<file path="config.mk">
export PLATFORM = sky130hd
export DESIGN_NAME = note_sequencer_flat
export DESIGN_NICKNAME = d
export VERILOG_FILES = /design/src/rtl/sound_pkg.sv /design/src/rtl/note_sequencer_if.sv /design/src/rtl/note_sequencer_prescaler.sv /design/src/rtl/note_sequencer.sv /design/src/flat_wrapper.sv
export SDC_FILE = /design/constraint.sdc
export NUM_CORES = 1
export LEC_CHECK = 0
export BUFFER_PORTS_ARGS = -buffer_cell sky130_fd_sc_hd__clkbuf_2
export CAP_MARGIN = 5
export CORE_ASPECT_RATIO = 0.6
export CORE_MARGIN = 4
export CORE_UTILIZATION = 60
export DETAILED_ROUTE_END_ITERATION = 8
export GPL_TIMING_DRIVEN = 0
export HOLD_SLACK_MARGIN = 0.15
export PLACE_DENSITY = 0.77
export SETUP_SLACK_MARGIN = 0.15
export SLEW_MARGIN = 20
export SYNTH_ARGS = -nofsm -noshare
export SYNTH_HDL_FRONTEND = slang
export SYNTH_SLANG_ARGS = --single-unit
</file>
<file path="constraint.sdc">
create_clock -name clk -period 6.8 [get_ports clk]
set_input_delay 1.36 -clock clk [delete_from_list [all_inputs] [get_ports clk]]
set_output_delay 1.36 -clock clk [all_outputs]
set_load 0.1 [all_outputs]
</file>
<file path="src/rtl/sound_pkg.sv">
// Shared types for the note sequencer: FSM state encoding, note entry layout
// and the default tone-generator widths.
package sound_pkg;

  localparam int FREQ_W_DEF = 8;
  localparam int DUR_W_DEF  = 8;

  typedef enum logic [1:0] {
    IDLE = 2'd0,
    PLAY = 2'd1,
    GAP  = 2'd2
  } seq_state_t;

  typedef struct packed {
    logic [FREQ_W_DEF-1:0] freq;
    logic [DUR_W_DEF-1:0]  dur;
  } note_t;

endpackage

</file>
<file path="src/rtl/note_sequencer_if.sv">
// Host-side bus of the note sequencer: table write port, playback control and
// the status/tone outputs. Define NOTE_SEQ_LOOP_EN to add the loop control.
interface note_sequencer_if #(
  parameter int DEPTH  = 16,
  parameter int FREQ_W = 8,
  parameter int DUR_W  = 8
);
  localparam int ADDR_W = $clog2(DEPTH);

  logic              wr_en;
  logic [ADDR_W-1:0] wr_addr;
  logic [FREQ_W-1:0] wr_freq;
  logic [DUR_W-1:0]  wr_dur;
  logic [ADDR_W:0]   seq_len;
  logic              start;
  logic              stop;
`ifdef NOTE_SEQ_LOOP_EN
  logic              loop;
`endif
  logic [FREQ_W-1:0] frequency_control;
  logic              busy;
  logic [ADDR_W-1:0] note_idx;
  logic              done;

  modport master (
    output wr_en, wr_addr, wr_freq, wr_dur, seq_len, start, stop,
`ifdef NOTE_SEQ_LOOP_EN
    output loop,
`endif
    input  frequency_control, busy, note_idx, done
  );

  modport slave (
    input  wr_en, wr_addr, wr_freq, wr_dur, seq_len, start, stop,
`ifdef NOTE_SEQ_LOOP_EN
    input  loop,
`endif
    output frequency_control, busy, note_idx, done
  );
endinterface

</file>
<file path="src/rtl/note_sequencer_prescaler.sv">
// Tempo prescaler: one-cycle tick every TICK_DIV clocks, restartable via clear.
module tick_prescaler #(
  parameter int TICK_DIV = 1000
) (
  input  logic clk,
  input  logic rst_n,
  input  logic clear,
  output logic tick
);
  localparam int CW = $clog2(TICK_DIV);
  localparam logic [CW-1:0] LAST = CW'(TICK_DIV - 1);
  localparam logic [CW-1:0] ONE  = CW'(1);

  logic [CW-1:0] cnt_q, cnt_d;

  assign tick = (cnt_q == LAST);

  always_comb begin
    cnt_d = cnt_q + ONE;
    if (clear || tick) cnt_d = '0;
  end

  always_ff @(posedge clk or negedge rst_n) begin
    if (!rst_n) cnt_q <= '0;
    else        cnt_q <= cnt_d;
  end
endmodule

</file>
<file path="src/rtl/note_sequencer.sv">
// Melody sequencer: steps a note table through the tone generator's
// frequency_control. Define NOTE_SEQ_LOOP_EN to add looping playback.
module note_sequencer
  import sound_pkg::*;
#(
  parameter int DEPTH     = 16,
  parameter int FREQ_W    = FREQ_W_DEF,
  parameter int DUR_W     = DUR_W_DEF,
  parameter int TICK_DIV  = 1000,
  parameter int GAP_TICKS = 1
) (
  input  logic             clk,
  input  logic             rst_n,
  note_sequencer_if.slave  bus
);
  localparam int ADDR_W = $clog2(DEPTH);
  localparam int GAP_W  = $clog2(GAP_TICKS + 2);
  localparam logic [ADDR_W:0]   LEN_MAX  = (ADDR_W+1)'(DEPTH);
  localparam logic [ADDR_W:0]   LEN_ONE  = (ADDR_W+1)'(1);
  localparam logic [ADDR_W-1:0] IDX_ONE  = ADDR_W'(1);
  localparam logic [DUR_W-1:0]  DUR_ONE  = DUR_W'(1);
  localparam logic [GAP_W-1:0]  GAP_ONE  = GAP_W'(1);
  localparam logic [GAP_W-1:0]  GAP_INIT = GAP_W'(GAP_TICKS);

  logic [DEPTH-1:0][FREQ_W-1:0] tbl_freq_q, tbl_freq_d;
  logic [DEPTH-1:0][DUR_W-1:0]  tbl_dur_q,  tbl_dur_d;

  seq_state_t        state_q, state_d;
  logic [FREQ_W-1:0] freq_q, freq_d;
  logic [ADDR_W-1:0] idx_q, idx_d, nxt_idx;
  logic [DUR_W-1:0]  dur_q, dur_d;
  logic [GAP_W-1:0]  gap_q, gap_d;
  logic [ADDR_W:0]   len_q, len_d;
  logic              done_q, done_d;
  logic              tick, last, len_ok;

  // Idle holds the prescaler at zero so note 0 gets a full first tick.
  tick_prescaler #(.TICK_DIV(TICK_DIV)) u_presc (
    .clk   (clk),
    .rst_n (rst_n),
    .clear (state_q == IDLE),
    .tick  (tick)
  );

  function automatic logic [DUR_W-1:0] fix_dur(input logic [DUR_W-1:0] d);
    return (d == '0) ? DUR_ONE : d;
  endfunction

  always_comb begin
    tbl_freq_d = tbl_freq_q;
    tbl_dur_d  = tbl_dur_q;
    if (bus.wr_en) begin
      tbl_freq_d[bus.wr_addr] = bus.wr_freq;
      tbl_dur_d[bus.wr_addr]  = bus.wr_dur;
    end
  end

  assign len_ok  = (bus.seq_len != '0) && (bus.seq_len <= LEN_MAX);
  assign last    = ({1'b0, idx_q} == (len_q - LEN_ONE));
  assign nxt_idx = last ? '0 : idx_q + IDX_ONE;

  always_comb begin
    state_d = state_q;
    freq_d  = freq_q;
    idx_d   = idx_q;
    dur_d   = dur_q;
    gap_d   = gap_q;
    len_d   = len_q;
    done_d  = 1'b0;
    case (state_q)
      IDLE: begin
        freq_d = '0;
        idx_d  = '0;
        if (bus.start && len_ok) begin
          freq_d  = tbl_freq_q[0];
          dur_d   = fix_dur(tbl_dur_q[0]);
          len_d   = bus.seq_len;
          state_d = PLAY;
        end
      end
      PLAY: begin
        if (tick) begin
          if (dur_q == DUR_ONE) begin
`ifdef NOTE_SEQ_LOOP_EN
            done_d = last;
            if (!last || bus.loop) begin
`else
            if (!last) begin
`endif
              if (GAP_TICKS > 0) begin
                state_d = GAP;
                freq_d  = '0;
                gap_d   = GAP_INIT;
              end else begin
                idx_d  = nxt_idx;
                freq_d = tbl_freq_q[nxt_idx];
                dur_d  = fix_dur(tbl_dur_q[nxt_idx]);
              end
            end else begin
              state_d = IDLE;
              freq_d  = '0;
              idx_d   = '0;
              done_d  = 1'b1;
            end
          end else begin
            dur_d = dur_q - DUR_ONE;
          end
        end
      end
      GAP: begin
        freq_d = '0;
        if (tick) begin
          if (gap_q == GAP_ONE) begin
            state_d = PLAY;
            idx_d   = nxt_idx;
            freq_d  = tbl_freq_q[nxt_idx];
            dur_d   = fix_dur(tbl_dur_q[nxt_idx]);
          end else begin
            gap_d = gap_q - GAP_ONE;
          end
        end
      end
      default: state_d = IDLE;
    endcase
    if (bus.stop) begin
      state_d = IDLE;
      freq_d  = '0;
      idx_d   = '0;
      done_d  = 1'b0;
    end
  end

  always_ff @(posedge clk or negedge rst_n) begin
    if (!rst_n) begin
      tbl_freq_q <= '0;
      tbl_dur_q  <= '0;
      state_q    <= IDLE;
      freq_q     <= '0;
      idx_q      <= '0;
      dur_q      <= '0;
      gap_q      <= '0;
      len_q      <= '0;
      done_q     <= 1'b0;
    end else begin
      tbl_freq_q <= tbl_freq_d;
      tbl_dur_q  <= tbl_dur_d;
      state_q    <= state_d;
      freq_q     <= freq_d;
      idx_q      <= idx_d;
      dur_q      <= dur_d;
      gap_q      <= gap_d;
      len_q      <= len_d;
      done_q     <= done_d;
    end
  end

  assign bus.frequency_control = freq_q;
  assign bus.busy              = (state_q != IDLE);
  assign bus.note_idx          = idx_q;
  assign bus.done              = done_q;
endmodule

</file>
<file path="src/flat_wrapper.sv">
// flat-port wrapper written by rule: the top's interface ports become plain ports
module note_sequencer_flat import sound_pkg::*;
#(
  parameter int DEPTH     = 16,
  parameter int FREQ_W    = FREQ_W_DEF,
  parameter int DUR_W     = DUR_W_DEF,
  parameter int TICK_DIV  = 1000,
  parameter int GAP_TICKS = 1
)
  (clk, rst_n, bus_wr_en, bus_wr_addr, bus_wr_freq, bus_wr_dur, bus_seq_len, bus_start, bus_stop, bus_frequency_control, bus_busy, bus_note_idx, bus_done);
  note_sequencer_if #(.DEPTH(DEPTH), .FREQ_W(FREQ_W), .DUR_W(DUR_W)) bus_i ();
  input  logic clk;
  input  logic rst_n;
  input wire logic [$bits(bus_i.wr_en)-1:0] bus_wr_en;
  input wire logic [$bits(bus_i.wr_addr)-1:0] bus_wr_addr;
  input wire logic [$bits(bus_i.wr_freq)-1:0] bus_wr_freq;
  input wire logic [$bits(bus_i.wr_dur)-1:0] bus_wr_dur;
  input wire logic [$bits(bus_i.seq_len)-1:0] bus_seq_len;
  input wire logic [$bits(bus_i.start)-1:0] bus_start;
  input wire logic [$bits(bus_i.stop)-1:0] bus_stop;
  output wire logic [$bits(bus_i.frequency_control)-1:0] bus_frequency_control;
  output wire logic [$bits(bus_i.busy)-1:0] bus_busy;
  output wire logic [$bits(bus_i.note_idx)-1:0] bus_note_idx;
  output wire logic [$bits(bus_i.done)-1:0] bus_done;
  assign bus_i.wr_en = bus_wr_en;
  assign bus_i.wr_addr = bus_wr_addr;
  assign bus_i.wr_freq = bus_wr_freq;
  assign bus_i.wr_dur = bus_wr_dur;
  assign bus_i.seq_len = bus_seq_len;
  assign bus_i.start = bus_start;
  assign bus_i.stop = bus_stop;
  assign bus_frequency_control = bus_i.frequency_control;
  assign bus_busy = bus_i.busy;
  assign bus_note_idx = bus_i.note_idx;
  assign bus_done = bus_i.done;
  note_sequencer #(.DEPTH(DEPTH), .FREQ_W(FREQ_W), .DUR_W(DUR_W), .TICK_DIV(TICK_DIV), .GAP_TICKS(GAP_TICKS)) u_core (.clk(clk), .rst_n(rst_n), .bus(bus_i));
endmodule
</file>
== Word level (Yosys, flattened, before mapping) ==
Index checks and enable logic that the tools add are counted.

* Flip-flop bits (word level): 296
* Bits of input ports: 30
* Output and inout bits: 14
* Word-level logic and storage cells: 138

* Add/subtract/negate cells: 5
* Magnitude comparators: 4
* Equal/unequal tests: 20
* Mux-type cells: 51
* Reduce and logical (&&, ||, !) cells: 18

{| class="wikitable"
|+ Operator list
! operator !! count
|-
| bitwise mux 128 bit || 2
|-
| 2-to-1 mux 8 bit || 16
|-
| binary-select mux 8 bit (select 4 bit) || 2
|-
| one-hot mux 8 bit (3 select lines) || 2
|-
| demux 8 bit (select 4 bit) || 1
|-
| 2-to-1 mux 4 bit || 7
|-
| 2-to-1 mux 2 bit || 12
|-
| AND reduction 6 bit || 3
|-
| logical NOT 8 bit || 2
|-
| inequality test 3 x 2 -> 1 bit, second input constant || 4
|-
| one-hot mux 4 bit (3 select lines) || 1
|-
| adder 10 x 1 -> 10 bit, second input constant || 1
|-
| == test 10 bit, second input constant || 1
|-
| < comparator 4 x 5 -> 1 bit, second input constant || 2
|-
| 2-to-1 mux 10 bit || 1
|-
| inequality test 2 bit, second input constant || 5
|-
| == test 8 x 1 -> 1 bit, second input constant || 1
|-
| subtractor 8 x 1 -> 8 bit, second input constant || 1
|-
| inequality test 2 x 1 -> 1 bit, second input constant || 3
|-
| inequality test 3 bit, second input constant || 2
|-
| one-hot mux 2 bit (3 select lines) || 1
|-
| == test 4 x 5 -> 1 bit || 1
|-
| <= comparator 5 bit, second input constant || 1
|-
| 2-to-1 mux 1 bit || 5
|-
| 17 further kinds || 21
|}

== Logic depth before layout (Yosys ltp) ==
* Word-level depth: 10
* Gate-level depth with buffers: 12
* Mapped depth without buffers: 10

== Cells and area by module ==
From an unflattened synthesis, not the netlist that was laid out.

* Cells, all modules: 1153
* Area, all modules: 14276.2 um2

{| class="wikitable"
|+ Modules (own cells, without submodules)
! module !! times used !! cells each !! area an instance (um2) !! seq. area each (um2)
|-
| note_sequencer || 1 || 1102 || 13748.2 || 7156.9
|-
| tick_prescaler || 1 || 51 || 528.0 || 250.2
|}

== Worst setup path after synthesis ==
No wires, ideal clock.

* Path type: input to register
* Start point: in bus_seq_len[1]
* End point: reg u_core.dur_q[0]
* Data arrival time: 3.136 ns
* Data required time: 6.672 ns
* Setup slack: 3.536 ns
* Cell stages on the path: 8
* Cells stage by stage: nor4_1 xnor2_1 a21oi_1 or4_1 buf_1 clkbuf_1 a211oi_1 o22ai_1

* Word-level cells in the longest chain between the ends: 5

{| class="wikitable"
|+ Ends and longest elaborated chain
! what !! line !! source
|-
| from (decl) || flat_wrapper.sv:18 || <nowiki>input wire logic [$bits(bus_i.seq_len)-1:0] bus_seq_len;</nowiki>
|-
| <= comparator 5 bit / nonzero test 5 bit (equally long branches) || note_sequencer.sv:58 || <nowiki>assign len_ok = (bus.seq_len != '0) && (bus.seq_len <= LEN_MAX);</nowiki>
|-
| logical AND 1 bit * || note_sequencer.sv:58 ||
|-
| logical AND 1 bit * || note_sequencer.sv:74 || <nowiki>if (bus.start && len_ok) begin</nowiki>
|-
| inequality test 2 x 1 -> 1 bit (no line) * || - ||
|-
| AND reduction 6 bit (no line) * || - ||
|-
| to (signal assigned) || note_sequencer.sv:150 || <nowiki>dur_q <= dur_d;</nowiki>
|-
| to (decl) || note_sequencer.sv:31 || <nowiki>logic [DUR_W-1:0] dur_q, dur_d;</nowiki>
|}

Every way passes the cells marked *; elsewhere a longest branch is shown, timed or not.
A chain may end at the register's enable or synchronous reset.

== Worst setup path in the final report ==
* Start point: reg u_core.idx_q[1] (netlist: u_core.bus.note_idx[1])
* End point: reg u_core.freq_q[4] (netlist: u_core.bus.frequency_control[4])

* Word-level cells in the longest chain between the ends: 8

{| class="wikitable"
|+ Ends and longest elaborated chain
! what !! line !! source
|-
| from (decl) || note_sequencer.sv:30 || <nowiki>logic [ADDR_W-1:0] idx_q, idx_d, nxt_idx;</nowiki>
|-
| from (signal assigned) || note_sequencer.sv:149 || <nowiki>idx_q <= idx_d;</nowiki>
|-
| adder 4 x 1 -> 4 bit / == test 4 x 5 -> 1 bit (equally long branches) || note_sequencer.sv:60, note_sequencer.sv:59 ||
|-
| 2-to-1 mux 4 bit * || note_sequencer.sv:60 || <nowiki>assign nxt_idx = last ? '0 : idx_q + IDX_ONE;</nowiki>
|-
| binary-select mux 8 bit (select 4 bit) * || - ||
|-
| 2-to-1 mux 8 bit (not written as such) * || note_sequencer.sv:116 || <nowiki>freq_d = tbl_freq_q[nxt_idx];</nowiki>
|-
| 2-to-1 mux 8 bit * || note_sequencer.sv:113 || <nowiki>if (gap_q == GAP_ONE) begin</nowiki>
|-
| 2-to-1 mux 8 bit * || note_sequencer.sv:112 || <nowiki>if (tick) begin</nowiki>
|-
| one-hot mux 8 bit (3 select lines) * || note_sequencer.sv:70 || <nowiki>case (state_q)</nowiki>
|-
| 2-to-1 mux 8 bit * || note_sequencer.sv:125 || <nowiki>if (bus.stop) begin</nowiki>
|-
| to (signal assigned) || note_sequencer.sv:148 || <nowiki>freq_q <= freq_d;</nowiki>
|-
| to (decl) || note_sequencer.sv:29 || <nowiki>logic [FREQ_W-1:0] freq_q, freq_d;</nowiki>
|}

Every way passes the cells marked *; elsewhere a longest branch is shown, timed or not. The select of a mux whose other input is x is not followed.

==> results_dict.tcl <==
set metrics [dict create \
    grt_max_degree 85 \
    synth_compound_area_frac 0.09314 \
    cts_buffers 28 \
    cts_tree "built" \
    p_total_w 0.005988 \
    cp.required_ns 7.28 \
    r2r_start "u_core.bus.note_idx[1]" \
    synth_top_family_by_area "multiplexers" \
    fillers 1645 \
    routed-via-count 10290 \
    cts_setup_buffers 0 \
    r2r_setup_slack_ns 2.18 \
    synth_xor_area_frac 0.01362 \
    post-synth-top-count-cell "dfrtp_1" \
    cts.repair.resized 0 \
    clk_pin_slew_ns 0.07 \
    busiest_layer "met1" \
    grt_util_met1 0.4887 \
    htree_levels 1 \
    p_int_w 0.003986 \
    multi_input_area_um2 6375 \
    drc 0 \
    finalNonFillerCells 1549 \
    grt_use_met2 0.4152 \
    yosys-top-cells-area "dfrtp_1, mux2_2, mux2i_1" \
    synth_area_leader_cell "dfrtp_1" \
    finClkSkew_ns 0.01718 \
    synth_cell_types 55 \
    pwr-share-seq 0.407 \
    viasPerCell 6.642 \
    clk-insertion-delay-late_ns 0.56 \
    grtUsageTotal 0.3160 \
    worstPathArrival_ns 5.10 \
    path_class "flop to flop" \
    synth_area_um2 14150 \
    drv_cap 0 \
    synth_commonest_cells "dfrtp_1, mux2_2, nand2_1" \
    antenna_found_initial 0 \
    synthAdderAreaFrac 0.008845 \
    endpoint_kind "flop" \
    syn2layout_area_growth_pct 12.25 \
    first_pass_iters 5 \
    cts_buffer_depth 3 \
    ys_async_sr_fraction 1.000 \
    clockRootBuffer "clkbuf_16" \
    synthMuxAreaShare 0.2624 \
    r2r_end "u_core.bus.frequency_control[4]" \
    seqCellArea_um2 7407 \
    p_leak_nw 6.763 \
    p_clk_frac 0.293 \
    place_inst 1495 \
    cp-startpoint "u_core.bus.note_idx[1]" \
    place_area_um2 14850 \
    holdPathEnd "u_core.gap_q[1]" \
    overflow 0 \
    cts_num_sinks 296 \
    dp.final_hpwl_um 28560 \
    p_per_area_nw_per_um2 377.1 \
    grt_pass1_vias 10230 \
    synth_top_area_share 0.5236 \
    core_um2 23130 \
    rows 43 \
    holdBufCountCts 0 \
    die_w_um 206.2 \
    reg2regPathDepth 9 \
    p_sw_frac 0.3344 \
    ioPinCount 44 \
    slew_headroom 0.2801 \
    tightest_slew_ns 1.071 \
    port_buffers 43 \
    yosysSeqAreaShare 0.5236 \
    synthFlopType "dfrtp_1" \
    dieArea_um2 26180 \
    drive_gt1_frac 0.3166 \
    synthSimpleGateAreaFrac 0.07262 \
    syn-num-nets 1174 \
    rsz0062_at_grt "no" \
    post-route-period-util 0.6787 \
    wl_um 40490 \
    min_from "u_core.gap_q[1]" \
    p_switching_w 0.002003 \
    fin_area_um2 15880 \
    fmax_mhz 216.7 \
    finalWeightedCongestion 0.9462 \
    wire_per_inst_um 26.14 \
    hold_class "flop to flop" \
    syn-mean-instance-area_um2 12.47 \
    outcome "completed" \
    final_antenna_net_count 0 \
    yosysWarningCount 0 \
    initial_core_util 0.6115 \
    setup_viol 0 \
    grt_pass1_wl_um 62670 \
    layout.nets 1250 \
    final.setup.worst_slack_ns 2.185 \
    ir_drop_uv 367.9 \
    hold_ws_ns 0.5015 \
    final-hold-violation-count 0 \
    drt_iter0_markers 1153 \
    ys_seq_elements 296 \
    period_needed_ns 4.615 \
    worstSetupStartpointType "flop" \
    worstHoldPathCells 1 \
    pwr-share-comb 0.300 \
    pre_cts_ws_ns 2.546 \
    worst-path-max-fanout 10 \
    met3_usage 0.1390 \
    synthCells 1134 \
    synth_edf_count 0 \
    die_h_um 126.9 \
    drv_slew 0 \
]
area by class of cell:
| type | instances | share of cell area |
|---|---|---|
| tap | 315 | 0.02482 |
| sequential | 296 | 0.4665 |
| clock buffer | 38 | 0.05035 |
| multi-input combinational | 744 | 0.4015 |
| inverter | 15 | 0.003546 |
| clock inverter | 14 | 0.01434 |
| buffer | 79 | 0.01938 |
| timing repair buffer | 46 | 0.01930 |
| antenna | 2 | 0.0003152 |
worst max-delay path by stage:
stage / to / cells after the start
after floorplan: u_core.dur_q[0] / 8
after global placement: u_core.tbl_freq_q[53] / 1
after detailed placement: u_core.bus.frequency_control[4] / 9
after CTS: u_core.bus.frequency_control[4] / 9
after global routing: u_core.bus.frequency_control[4] / 9
final: u_core.bus.frequency_control[4] / 9
power groups by stage:
stage	sequential (W)	clock [W]	combinational, W
after floorplan	0.00241	0	0.00123
final	0.00244	0.00176	0.00180
after detailed placement	0.00245	0	0.00174
after global placement	0.00243	0	0.00168
after CTS	0.00243	0.00177	0.00175
after global routing	0.00248	0.00185	0.00193
worst max-delay path, cell delays in order, from the launching register on:
cell	delay (ns)
dfrtp_1	0.53
ha_1	0.35
clkbuf_1	0.37
buf_1	0.70
clkbuf_1	0.66
nand2_1	0.32
nor3b_2	0.78
nand3_1	0.41
o211ai_1	0.24
o21bai_1	0.15
per-stage QoR:
| stage | TNS (ns) | util |
|---|---|---|
| detailed placement | 0 | 0.6418 |
| global route | 0 | 0.6862 |
| floorplan | 0 | - |
| CTS | 0 | 0.6862 |
| global placement | -535.79 | 0.6378 |
| finish | 0 | 0.6864 |
cells in the final DEF, fill, tap and decap left out, types with 6 or more instances in the layout:
cell / n
nor3_1: 8
buf_1: 6
dfrtp_1: 296
a221o_1: 16
o311a_1: 7
o21ai_0: 32
nand2_1: 71
mux4_2: 16
o221ai_1: 8
ha_1: 10
mux2_2: 263
mux2i_1: 39
clkbuf_16: 29
o31ai_1: 7
xnor2_1: 10
o22a_1: 9
o21bai_1: 8
o211ai_1: 9
nand3_1: 44
nor2_1: 43
xor2_1: 12
a31oi_1: 13
o22ai_1: 6
and3_1: 14
inv_1: 15
bufinv_16: 6
a22o_1: 6
a22oi_1: 9
nand2b_1: 8
buf_2: 9
a211oi_1: 11
clkbuf_2: 42
or3_1: 7
a21oi_1: 20
clkbuf_1: 69
registers in the layout, indices dropped and copies added (netlist names):
signal,cells
u_core.bus.note_idx,4
u_core.gap_q,2
u_core.tbl_dur_q,128
u_core.u_presc.cnt_q,10
u_core.len_q,5
u_core.state_q,2
u_core.bus.frequency_control,8
u_core.tbl_freq_q,128
u_core.bus.done,1
u_core.dur_q,8
layer usage:
| layer | wire (µm) | vias up | part of all wire |
|---|---|---|---|
| met5 | 0 | - | 0 |
| met4 | 650 | 0 | 0.016 |
| met3 | 5393 | 65 | 0.13 |
| met2 | 16120 | 554 | 0.40 |
| met1 | 18330 | 5328 | 0.45 |
| li1 | - | 4342 | - |
logic make-up after synthesis:
logic type,after synthesis
simple gates,216
flops,296
compound gates,178
fa+ha+maj,10
xor+xnor,22
buf+inv,94
mux,318
(Power assumes the default switching activity.)
